===== src/rtl/com_uart.sv =====
// com_uart: 8N1 UART with independent transmitter and receiver.
//
// Parameters
//   CLK_FREQ     input clock frequency in Hz
//   BAUD         serial bit rate; one bit lasts DIV = CLK_FREQ/BAUD cycles (DIV >= 4)
//
// Ports
//   clk50M       system clock, all logic on rising edge
//   rst          asynchronous active-high reset
//   data_in      byte to transmit, sampled with enable_write
//   enable_write one-cycle transmit request, honoured only while write_ready=1
//   write_ready  1 = transmitter idle
//   data_out     last received byte
//   read_ready   1 = unread byte in data_out
//   int_ack      read acknowledge, clears read_ready (level-sensitive)
//   rxd          serial input, asynchronous, idle high
//   txd          serial output, idle high
//   frame_err    one-cycle pulse when a stop bit is sampled low
//   overrun      one-cycle pulse when a byte lands while read_ready=1
module com_uart #(
  parameter int CLK_FREQ = 50000000,
  parameter int BAUD     = 115200
) (
  input  logic       clk50M,
  input  logic       rst,
  input  logic [7:0] data_in,
  input  logic       enable_write,
  output logic       write_ready,
  output logic [7:0] data_out,
  output logic       read_ready,
  input  logic       int_ack,
  input  logic       rxd,
  output logic       txd,
  output logic       frame_err,
  output logic       overrun
);

  localparam int DIV  = CLK_FREQ / BAUD;
  localparam int HALF = DIV / 2;
  localparam int CW   = $clog2(DIV);

  localparam logic [CW-1:0] CNT_LAST = CW'(DIV - 1);
  localparam logic [CW-1:0] CNT_MID  = CW'(HALF - 1);

  // ---------------------------------------------------------------------------
  // Transmitter
  // ---------------------------------------------------------------------------
  typedef enum logic [1:0] {TX_IDLE, TX_START, TX_DATA, TX_STOP} tx_state_e;

  tx_state_e       tx_state_q, tx_state_d;
  logic [CW-1:0]   tx_cnt_q, tx_cnt_d;
  logic [2:0]      tx_bit_q, tx_bit_d;
  logic [7:0]      tx_byte_q, tx_byte_d;
  logic            txd_q, txd_d;

  always_ff @(posedge clk50M or posedge rst) begin
    if (rst) begin
      tx_state_q <= TX_IDLE;
      tx_cnt_q   <= '0;
      tx_bit_q   <= '0;
      tx_byte_q  <= '0;
      txd_q      <= 1'b1;
    end else begin
      tx_state_q <= tx_state_d;
      tx_cnt_q   <= tx_cnt_d;
      tx_bit_q   <= tx_bit_d;
      tx_byte_q  <= tx_byte_d;
      txd_q      <= txd_d;
    end
  end

  always_comb begin
    tx_state_d = tx_state_q;
    tx_cnt_d   = tx_cnt_q;
    tx_bit_d   = tx_bit_q;
    tx_byte_d  = tx_byte_q;
    unique case (tx_state_q)
      TX_IDLE: begin
        if (enable_write) begin
          tx_byte_d  = data_in;
          tx_cnt_d   = '0;
          tx_state_d = TX_START;
        end
      end
      TX_START: begin
        if (tx_cnt_q == CNT_LAST) begin
          tx_cnt_d   = '0;
          tx_bit_d   = '0;
          tx_state_d = TX_DATA;
        end else begin
          tx_cnt_d = tx_cnt_q + 1'b1;
        end
      end
      TX_DATA: begin
        if (tx_cnt_q == CNT_LAST) begin
          tx_cnt_d = '0;
          if (tx_bit_q == 3'd7) begin
            tx_state_d = TX_STOP;
          end else begin
            tx_bit_d = tx_bit_q + 3'd1;
          end
        end else begin
          tx_cnt_d = tx_cnt_q + 1'b1;
        end
      end
      TX_STOP: begin
        if (tx_cnt_q == CNT_LAST) begin
          tx_cnt_d   = '0;
          tx_state_d = TX_IDLE;
        end else begin
          tx_cnt_d = tx_cnt_q + 1'b1;
        end
      end
      default: tx_state_d = TX_IDLE;
    endcase

    // txd is registered from the next state so the line is glitch-free and
    // still reacts on the cycle after acceptance.
    unique case (tx_state_d)
      TX_START: txd_d = 1'b0;
      TX_DATA:  txd_d = tx_byte_d[tx_bit_d];
      default:  txd_d = 1'b1;
    endcase
  end

  assign write_ready = (tx_state_q == TX_IDLE);
  assign txd         = txd_q;

  // ---------------------------------------------------------------------------
  // Receiver
  // ---------------------------------------------------------------------------
  typedef enum logic [1:0] {RX_IDLE, RX_START, RX_DATA, RX_STOP} rx_state_e;

  // Synchronizer and edge-history flops reset low: a start is only recognised
  // after the line has been seen high, so a line held low through reset (or
  // after a framing error) never triggers a frame.
  logic            rx_s1_q, rx_s2_q, rx_prev_q;
  rx_state_e       rx_state_q, rx_state_d;
  logic [CW-1:0]   rx_cnt_q, rx_cnt_d;
  logic [2:0]      rx_bit_q, rx_bit_d;
  logic [7:0]      rx_shift_q, rx_shift_d;
  logic [7:0]      data_out_q, data_out_d;
  logic            read_ready_q, read_ready_d;
  logic            frame_err_q, frame_err_d;
  logic            overrun_q, overrun_d;

  always_ff @(posedge clk50M or posedge rst) begin
    if (rst) begin
      rx_s1_q      <= 1'b0;
      rx_s2_q      <= 1'b0;
      rx_prev_q    <= 1'b0;
      rx_state_q   <= RX_IDLE;
      rx_cnt_q     <= '0;
      rx_bit_q     <= '0;
      rx_shift_q   <= '0;
      data_out_q   <= '0;
      read_ready_q <= 1'b0;
      frame_err_q  <= 1'b0;
      overrun_q    <= 1'b0;
    end else begin
      rx_s1_q      <= rxd;
      rx_s2_q      <= rx_s1_q;
      rx_prev_q    <= rx_s2_q;
      rx_state_q   <= rx_state_d;
      rx_cnt_q     <= rx_cnt_d;
      rx_bit_q     <= rx_bit_d;
      rx_shift_q   <= rx_shift_d;
      data_out_q   <= data_out_d;
      read_ready_q <= read_ready_d;
      frame_err_q  <= frame_err_d;
      overrun_q    <= overrun_d;
    end
  end

  always_comb begin
    rx_state_d   = rx_state_q;
    rx_cnt_d     = rx_cnt_q;
    rx_bit_d     = rx_bit_q;
    rx_shift_d   = rx_shift_q;
    data_out_d   = data_out_q;
    read_ready_d = int_ack ? 1'b0 : read_ready_q;
    frame_err_d  = 1'b0;
    overrun_d    = 1'b0;
    unique case (rx_state_q)
      RX_IDLE: begin
        if (rx_prev_q && !rx_s2_q) begin
          rx_cnt_d   = '0;
          rx_state_d = RX_START;
        end
      end
      RX_START: begin
        if (rx_cnt_q == CNT_MID) begin
          rx_cnt_d = '0;
          rx_bit_d = '0;
          // High at the start mid-point is a glitch, not a start bit.
          rx_state_d = rx_s2_q ? RX_IDLE : RX_DATA;
        end else begin
          rx_cnt_d = rx_cnt_q + 1'b1;
        end
      end
      RX_DATA: begin
        if (rx_cnt_q == CNT_LAST) begin
          rx_cnt_d   = '0;
          rx_shift_d = {rx_s2_q, rx_shift_q[7:1]};
          if (rx_bit_q == 3'd7) begin
            rx_state_d = RX_STOP;
          end else begin
            rx_bit_d = rx_bit_q + 3'd1;
          end
        end else begin
          rx_cnt_d = rx_cnt_q + 1'b1;
        end
      end
      RX_STOP: begin
        if (rx_cnt_q == CNT_LAST) begin
          rx_cnt_d   = '0;
          rx_state_d = RX_IDLE;
          if (rx_s2_q) begin
            // A landing byte wins over a coincident ack; only an
            // unacknowledged previous byte counts as overrun.
            data_out_d   = rx_shift_q;
            read_ready_d = 1'b1;
            overrun_d    = read_ready_q && !int_ack;
          end else begin
            frame_err_d = 1'b1;
          end
        end else begin
          rx_cnt_d = rx_cnt_q + 1'b1;
        end
      end
      default: rx_state_d = RX_IDLE;
    endcase
  end

  assign data_out   = data_out_q;
  assign read_ready = read_ready_q;
  assign frame_err  = frame_err_q;
  assign overrun    = overrun_q;

endmodule


===== config.mk =====
export PLATFORM = sky130hd
export DESIGN_NAME = com_uart
export DESIGN_NICKNAME = d
export VERILOG_FILES = /design/src/rtl/com_uart.sv
export SDC_FILE = /design/constraint.sdc
export NUM_CORES = 1
export LEC_CHECK = 0
export CORE_ASPECT_RATIO = 2
export CORE_MARGIN = 5
export CORE_UTILIZATION = 25
export DETAILED_ROUTE_END_ITERATION = 10
export RECOVER_POWER = 50
export SLEW_MARGIN = 30
export SYNTH_ARGS = -nofsm -noshare
export SYNTH_HDL_FRONTEND = slang
export SYNTH_SLANG_ARGS = --single-unit

===== constraint.sdc =====
create_clock -name clk50M -period 3.3 [get_ports clk50M]
set_input_delay 0.66 -clock clk50M [delete_from_list [all_inputs] [get_ports clk50M]]
set_output_delay 0.66 -clock clk50M [all_outputs]
set_load 0.05 [all_outputs]

==> results of run 1 <==
-- through the flow --
stage	setup WS, ps	area, um2	utilization	hold WS [ps]
final	753.4	3577	0.3170	347.7
after global routing	388.1	3577	0.3170	358.9
after CTS	725.1	3585	0.3176	353.1
after detailed placement	604.6	3307	0.2930	338.0
after global placement	637.5	3307	0.2930	337.1
after floorplan	827.8	2872	-	331.2
-- cell usage in the layout, fill, tap and decap left out, drive strengths merged, types with 2 or more instances in the layout --
cell type / n
o31ai: 4
a21oi: 3
mux2i: 6
nor2b: 3
nor3: 5
o22ai: 2
clkdlybuf4s50: 22
ha: 13
dlygate4sd3: 3
nor2: 14
nand4b: 2
nand2b: 2
nand4: 2
and3: 10
mux2: 25
xor2: 2
a21o: 2
and2: 2
nand2: 24
a211oi: 3
dfrtp: 58
a31oi: 2
nand3: 7
o21ai: 38
clkbuf: 15
inv: 14
-- cell type report --
type / instances / area [um2]
Inverter: 14 / 52.55
Fill cell: 1167 / 7709
Multi-Input combinational cell: 184 / 1326
Timing Repair Buffer: 28 / 265.3
Clock inverter: 2 / 37.54
Tap cell: 142 / 177.7
Sequential cell: 59 / 1478
Clock buffer: 13 / 240.2
-- registers in the layout, indices dropped and copies added, names as in the netlist, 2 cells and up, named ones only --
register,count
data_out,8
rx_bit_q,3
rx_cnt_q,9
rx_shift_q,8
tx_bit_q,3
tx_byte_q,8
tx_cnt_q,9
tx_state_q,2
-- cells by family after synthesis --
group,after synthesis,synth area share
XOR/XNOR,3,0.009152
AND/OR/NAND/NOR,76,0.1447
flip-flops,59,0.5146
buffers and inverters,18,0.02353
AO/OA/AOI/OAI,61,0.1312
multiplexers,31,0.1203
adder cells (fa/ha/maj),13,0.05665
-- worst max-delay path, delay by kind of cell (launching register included) --
kind | cells | cell delay, ps
DFF | 1 | 410
adders and majority gates | 1 | 200
buffers and inverters | 2 | 950
-- metal layers --
metal | vias up | wire (um) | global-route usage
li1 | 1004 | - | -
met1 | 1025 | 2280 | 0.09766
met2 | 48 | 3172 | 0.1579
met4 | 0 | 191 | 0.06052
met3 | 16 | 253 | 0.02654
met5 | - | 0 | 0
-- worst max-delay path by stage --
| stage | endpoint | startpoint | cells past startpoint | slack [ps] |
|---|---|---|---|---|
| 2_1_floorplan | txd | tx_state_q[0] | 7 | 830 |
| 3_3_place_gp | txd | enable_write | 6 | 640 |
| 3_5_place_dp | txd | enable_write | 6 | 600 |
| 4_1_cts | write_ready | tx_state_q[0] | 3 | 730 |
| 5_1_grt | tx_cnt_q[8] | rst | 3 | 390 |
| 6_report | write_ready | tx_state_q[0] | 3 | 750 |
-- report_power, final --
group          leakage, nW  internal [mW]  switching [mW]
Sequential           0.770          0.781          0.0774
Clock                0.130          0.580           0.301
Combinational        0.751         0.0767          0.0829
Total                 1.65           1.44           0.462
==> impl_metrics.env, run 1 <==
export IMPL_clk_latency_ps=330
export IMPL_dp_cells=427
export IMPL_synth_nets=287
export IMPL_async_reset_ff_frac=1.000
export IMPL_io_buffers=25
export IMPL_ir_drop_uv=294.2
export IMPL_vias=2093
export IMPL_first_global_vias=2188
export IMPL_final_period_utilization=0.7717
export IMPL_run_status="completed"
export IMPL_r2r_start="tx_cnt_q[1]"
export IMPL_syn_area_per_cell_um2=11.00
export IMPL_firstDrtPassIters=4
export IMPL_synthTopCellsByCount="dfrtp_1 (58), o21ai_0 (37), mux2_2 (24), nand2_1 (24)"
export IMPL_total_leakage_power_nw=1.651
export IMPL_setup_viol=0
export IMPL_synth_edff_count=0
export IMPL_cts_setup_buffers=0
export IMPL_clk_path_buf_depth=2
export IMPL_yosys_warnings=0
export IMPL_num_rows=55
export IMPL_critPathLaunchType="flop"
export IMPL_cp_arrival_ps=1890
export IMPL_final_setup_tns_ps=0
export IMPL_hold_path_end="rx_s2_q"
export IMPL_cellPowerDensity_mw_per_mm2=530.7
export IMPL_hold_violations=0
export IMPL_die_x_um=85.78
export IMPL_crit_reg2reg_capture="txd"
export IMPL_cts_root_buf="clkbuf_16"
export IMPL_dieArea_mm2=0.01386
export IMPL_viasPerCell=4.735
export IMPL_cp_max_fo=5
export IMPL_wire_per_inst_um=13.34
export IMPL_post_cts_resized=0
export IMPL_grt_max_degree=24
export IMPL_hp_class="reg -> reg"
export IMPL_dp_hpwl_um=4321
export IMPL_maxCapViolations=0
export IMPL_synth_seq_area_share=0.5146
export IMPL_r2r_slack_ps=760
export IMPL_path_class="reg -> out"
export IMPL_worst_slew_pin_slew_ps=1246
export IMPL_yosys_top_cells_area="dfrtp_1 (51%), mux2_2 (9.4%), o21ai_0 (6.4%), ha_1 (5.7%), nand2_1 (3.1%)"
export IMPL_cts_made_buffers=9
export IMPL_grt_pass1_wl_um=10100
export IMPL_grt_use_total=0.09280
export IMPL_cts_sinks=59
export IMPL_hold_start="rx_s1_q"
export IMPL_rr_worst_depth=9
export IMPL_hold_path_depth=0
export IMPL_drv_slew=0
export IMPL_rsz0062_at_grt="false"
export IMPL_final_layout_size_suffix_gt1_frac=0.1633
export IMPL_place_congestion=0.8215
export IMPL_route_detailed_drc=0
export IMPL_min_period_ps=2547
export IMPL_synth_cell_types=45
export IMPL_slowest_delay_ps=810
export IMPL_layout_cells_non_filler=442
export IMPL_netlist_instances=261
export IMPL_die_height_um=161.6
export IMPL_antenna_left=0
export IMPL_cts_hold_buffers=0
export IMPL_yosysTopAreaCellShare=0.5054
export IMPL_power_mw=1.899
export IMPL_core_area_mm2=0.01129
export IMPL_syn_to_final_growth_pct=24.58
export IMPL_path_cells="inv_1 -> ha_1 -> clkdlybuf4s50_1"
export IMPL_synth_top_area_cell="dfrtp_1"
export IMPL_diodes=0
export IMPL_slew_headroom=0.1691
export IMPL_antenna_found_initial=0
export IMPL_globalRouteOverflowTotal=0
export IMPL_cts_max_level=3
export IMPL_yosysMostFrequentCell="dfrtp_1"
export IMPL_dominantRegCellSynth="dfrtp_1"
export IMPL_drt_initial_drc_count=76
export IMPL_crit_path_top_delay_cell="clkdlybuf4s50_1"
export IMPL_path_clk_slew_ps=50
export IMPL_start_util=0.2544
export IMPL_nNetsFinal=322
export IMPL_finClkSkew_ps=5.231
export IMPL_synth_seq_cells=59
export IMPL_crit_required_ps=2640
export IMPL_ioPinCount=26
export IMPL_syn_area_mm2=0.002872
export IMPL_cts_tree="done"
export IMPL_fmax_mhz=392.7
export IMPL_cp_end_kind="output pin"
export IMPL_wl_um=5898
No activity file was read; power rests on OpenSTA's default activity.
==> run 2: changes to the inputs <==
- clock period: 3.3 -> 2.2 ns (I/O delays scaled with it)
==> impl_metrics.env, run 2 (synthesized netlist as in run 1, its figures left out) <==
export IMPL_cp_arrival_ps=2450
export IMPL_cp_end_kind="flop"
export IMPL_finClkSkew_ps=7.700
export IMPL_use_met2=0.1749
export IMPL_grt_pass1_wl_um=10720
export IMPL_core_area_mm2=0.01129
export IMPL_worst_slew_pin_slew_ps=1463
export IMPL_num_rows=55
export IMPL_path_clk_slew_ps=60
export IMPL_cts_tree="done"
export IMPL_drv_slew=0
export IMPL_viasPerCell=4.574
export IMPL_die_x_um=85.78
export IMPL_wl_um=6193
export IMPL_die_height_um=161.6
export IMPL_cts_sinks=59
export IMPL_start_util=0.2544
export IMPL_critPathLaunchType="flop"
export IMPL_cp_max_fo=3
export IMPL_maxCapViolations=0
export IMPL_cts_made_buffers=9
export IMPL_hold_violations=0
export IMPL_wire_per_inst_um=13.20
export IMPL_layout_cells_non_filler=469
export IMPL_clk_path_buf_depth=2
export IMPL_cellPowerDensity_mw_per_mm2=777.7
export IMPL_run_status="completed"
export IMPL_drt_initial_drc_count=113
export IMPL_clk_latency_ps=330
export IMPL_met1_usage=0.1037
export IMPL_setup_worst_path_start="tx_cnt_q[6]"
export IMPL_dp_cells=451
export IMPL_cts_hold_buffers=0
export IMPL_place_congestion=0.7832
export IMPL_reg_top3="rx_cnt_q: 9 flops, tx_cnt_q: 9 flops"
export IMPL_crit_required_ps=2460
export IMPL_final_period_utilization=0.9980
export IMPL_hold_start="rx_s1_q"
export IMPL_min_period_ps=2196
export IMPL_ioPinCount=26
export IMPL_rsz0062_at_grt="true"
export IMPL_final_cell_mix="dfrtp_1 (58), o21ai_0 (37), buf_4 (28)"
export IMPL_fmax_mhz=455.5
export IMPL_busiest_layer="met2"
export IMPL_hp_class="reg -> reg"
export IMPL_ir_drop_uv=880.0
export IMPL_nNetsFinal=348
export IMPL_final_layout_size_suffix_gt1_frac=0.2538
export IMPL_slew_headroom=0.02494
export IMPL_antenna_left=0
export IMPL_grt_max_degree=60
export IMPL_vias=2145
export IMPL_dp_hpwl_um=4613
export IMPL_io_buffers=25
export IMPL_r2r_start="tx_cnt_q[6]"
export IMPL_cts_root_buf="clkbuf_16"
export IMPL_final_common_cell="dfrtp_1"
export IMPL_first_global_vias=2318
export IMPL_diodes=0
export IMPL_setup_viol=0
export IMPL_dieArea_mm2=0.01386
export IMPL_firstDrtPassIters=4
export IMPL_met3_usage=0.02603
export IMPL_route_detailed_drc=0
export IMPL_cts_max_level=3
export IMPL_path_class="reg -> reg"
export IMPL_total_leakage_power_nw=1.797
export IMPL_hold_slack_ps=349.0
export IMPL_syn_to_final_growth_pct=33.20
export IMPL_grt_use_total=0.09689
export IMPL_antenna_found_initial=0
export IMPL_globalRouteOverflowTotal=0
==> run 2: metrics by stage <==
step / area [um2] / power (mW) / setup TNS [ps] / utilization / worst slack (ps)
finish: 3825 / 2.975 / 0 / 0.3389 / 4.498
global route: 3825 / 3.123 / -81.73 / 0.3389 / -81.73
CTS: 3821 / 3.021 / 0 / 0.3386 / 3.904
detailed placement: 3520 / 1.593 / -45.74 / 0.3119 / -45.74
global placement: 3520 / 1.579 / -15.17 / 0.3119 / -15.17
floorplan: 2894 / 1.452 / -126.6 / - / -126.6
==> run 2: final timing paths <==
| kind | to | slack [ps] | cells after the start |
|---|---|---|---|
| min in group asynchronous | read_ready | 930 | 3 |
| max in group asynchronous | rx_cnt_q[1] | 400 | 3 |
| max reg2reg | txd | 4 | 7 |
| min reg2reg | rx_s2_q | 350 | 0 |
| min | rx_s2_q | 350 | 0 |
| max | txd | 4 | 7 |
==> run 2: per-layer routing <==
metal,vias up,wire [um]
met4,0,93
met3,7,197
met1,1045,2415
met2,33,3487
met5,-,0
li1,1060,-
==> run 2: what timing repair did <==
action | 4_1_cts | 5_1_grt
endpoints found under the setup margin | 1 | 10
gates resized for setup | 0 | 3
pin swaps | 3 | 4
buffers inserted | 0 | 2
==> run 2: area by class of cell <==
class,instances,area [um2]
Multi-Input combinational cell,184,1349
Fill cell,1170,7461
Clock buffer,9,225.2
Inverter,14,52.55
Tap cell,142,177.7
Sequential cell,59,1478
Timing Repair Buffer,54,466.7
Clock inverter,7,76.32
==> run 2: critical path, cell delays in order (launching register included) <==
cell and delay [ps]:
dfrtp_1 400, nor4b_4 380, and2_4 220, o21ai_4 60
a211oi_4 260, mux2_4 320, a211o_1 250, o31a_1 230
==> run 2: power by group <==
part / internal [mW] / total, mW / switching (mW)
Clock: 0.881 / 1.40 / 0.521
Combinational: 0.149 / 0.310 / 0.161
Sequential: 1.17 / 1.26 / 0.0935
==> run 3: changes to the inputs <==
- ABC_CLOCK_PERIOD_IN_PS: not set -> 2100
- clock period: 2.2 -> 2.1 ns (I/O delays scaled with it)
==> impl_metrics.env, run 3 (synthesized netlist as in run 1, its figures left out) <==
export IMPL_crit_required_ps=2350
export IMPL_total_leakage_power_nw=1.822
export IMPL_layout_cells_non_filler=477
export IMPL_swShare=0.2728
export IMPL_power_frac_comb=0.091
export IMPL_num_rows=55
export IMPL_cts_root_buf="clkbuf_16"
export IMPL_final_layout_size_suffix_gt1_frac=0.2746
export IMPL_dp_cells=458
export IMPL_path_cells="nor4b_4 -> buf_4 -> nand3_4 -> and3_4 -> a211oi_4 -> mux2_4 -> a211o_1 -> o31a_1"
export IMPL_ioPinCount=26
export IMPL_violations="negative setup slack"
export IMPL_r2r_start="tx_cnt_q[6]"
export IMPL_hp_class="reg -> reg"
export IMPL_reg_top3="rx_cnt_q: 9 flops, tx_cnt_q: 9 flops"
export IMPL_io_buffers=25
export IMPL_die_height_um=161.6
export IMPL_internal_power_mw=2.162
export IMPL_path_class="reg -> reg"
export IMPL_syn_to_final_growth_pct=34.77
export IMPL_power_frac_seq=0.455
export IMPL_final_period_utilization=1.079
export IMPL_die_x_um=85.78
export IMPL_slowest_delay_ps=420
export IMPL_cp_arrival_ps=2520
export IMPL_setup_viol=1
export IMPL_dp_hpwl_um=4739
export IMPL_cp_max_fo=3
export IMPL_drt_initial_drc_count=109
export IMPL_grt_pass1_wl_um=11330
export IMPL_fmax_mhz=441.3
export IMPL_core_area_mm2=0.01129
export IMPL_power_switching_mw=0.8109
export IMPL_route_detailed_drc=0
export IMPL_ir_drop_uv=618.4
export IMPL_clk_path_buf_depth=2
export IMPL_cts_made_buffers=9
export IMPL_cts_tree="done"
export IMPL_place_congestion=0.8204
export IMPL_viasPerCell=4.679
export IMPL_final_cell_mix="dfrtp_1 (58), o21ai_0 (37), buf_4 (35)"
export IMPL_clk_latency_ps=330
export IMPL_globalRouteOverflowTotal=0
export IMPL_cts_sinks=59
export IMPL_maxCapViolations=0
export IMPL_setup_worst_path_start="tx_cnt_q[6]"
export IMPL_hold_start="rx_s1_q"
export IMPL_final_common_cell="dfrtp_1"
export IMPL_crit_path_top_delay_cell="dfrtp_1"
export IMPL_wl_um=6460
export IMPL_dieArea_mm2=0.01386
export IMPL_finClkSkew_ps=5.383
export IMPL_cts_max_level=3
export IMPL_cp_end_kind="flop"
export IMPL_diodes=0
export IMPL_grt_max_degree=60
export IMPL_hold_violations=0
export IMPL_p_clk_frac=0.454
export IMPL_min_period_ps=2266
export IMPL_critPathTopFamily="compound AO/OA/AOI/OAI gates"
export IMPL_start_util=0.2544
export IMPL_vias=2232
export IMPL_antenna_left=0
export IMPL_wire_per_inst_um=13.54
export IMPL_grt_use_total=0.1022
export IMPL_final_setup_tns_ps=-166.0
export IMPL_power_mw=2.973
export IMPL_cellPowerDensity_mw_per_mm2=768.2
export IMPL_drv_slew=0
export IMPL_critPathLaunchType="flop"
export IMPL_worst_slew_pin_slew_ps=1478
export IMPL_antenna_found_initial=0
export IMPL_run_status="finished, violations left"
export IMPL_first_global_vias=2409
export IMPL_slew_headroom=0.01467
export IMPL_crit_buf_inv=1
export IMPL_rsz0062_at_grt="true"
export IMPL_path_clk_slew_ps=60
export IMPL_firstDrtPassIters=4
export IMPL_nNetsFinal=356
export IMPL_fin_ws_ps=-166.0
[run 3: changes by cell type in the layout (fill, tap and decap cells not counted), sizes merged]
cell and delta:
buf +8, clkinv -3, clkdlybuf4s50 -2, clkinvlp +2
inv +2, bufinv -1, clkbuf +1, dlygate4sd3 +1
[run 3: stage by stage]
step	instance area, um2	setup slack [ps]	util	hold slack (ps)
global placement	3582	-118.5	0.3174	337.1
global route	3870	-245.4	0.3429	388.0
floorplan	2894	-226.6	-	331.2
finish	3870	-166.0	0.3429	361.2
detailed placement	3582	-177.7	0.3174	353.4
CTS	3875	-146.7	0.3433	370.8
[run 3: final timing paths]
kind	cells after the start	slack (ps)	end
worst max-delay path	8	-170	txd
worst min-delay path	0	360	rx_s2_q
worst max register to register	8	-170	txd
worst min register to register	0	360	rx_s2_q
max in group asynchronous	3	160	asynchronous set/reset pin
min in group asynchronous	3	1050	frame_err
[run 3: cell type report]
type | instances | area (um2)
Clock buffer | 9 | 225.2
Clock inverter | 7 | 52.55
Fill cell | 1194 | 7416
Inverter | 14 | 52.55
Multi-Input combinational cell | 184 | 1351
Sequential cell | 59 | 1478
Tap cell | 142 | 177.7
Timing Repair Buffer | 62 | 533.0
[run 3: repair_timing]
item,in CTS,in global routing
buffers inserted,2,1
resized for setup,0,2
endpoints found under the setup margin,1,4
pin swaps,3,3
hold buffers,0,0
[run 3: routing by layer]
metal  vias to the layer above  GRT usage  wire, um
li1                       1070          -         -
met1                      1106     0.1054      2432
met2                        42     0.1838      3576
met3                        14    0.03114       288
met4                         0    0.04899       162
met5                         -          0         0
[run 3: power by group through the flow]
stage	Clock (mW)	Sequential [mW]	Combinational [mW]
2_1_floorplan	0	1.31	0.209
3_3_place_gp	0	1.36	0.273
3_5_place_dp	0	1.36	0.279
4_1_cts	1.39	1.35	0.284
5_1_grt	1.45	1.37	0.316
6_report	1.35	1.35	0.270
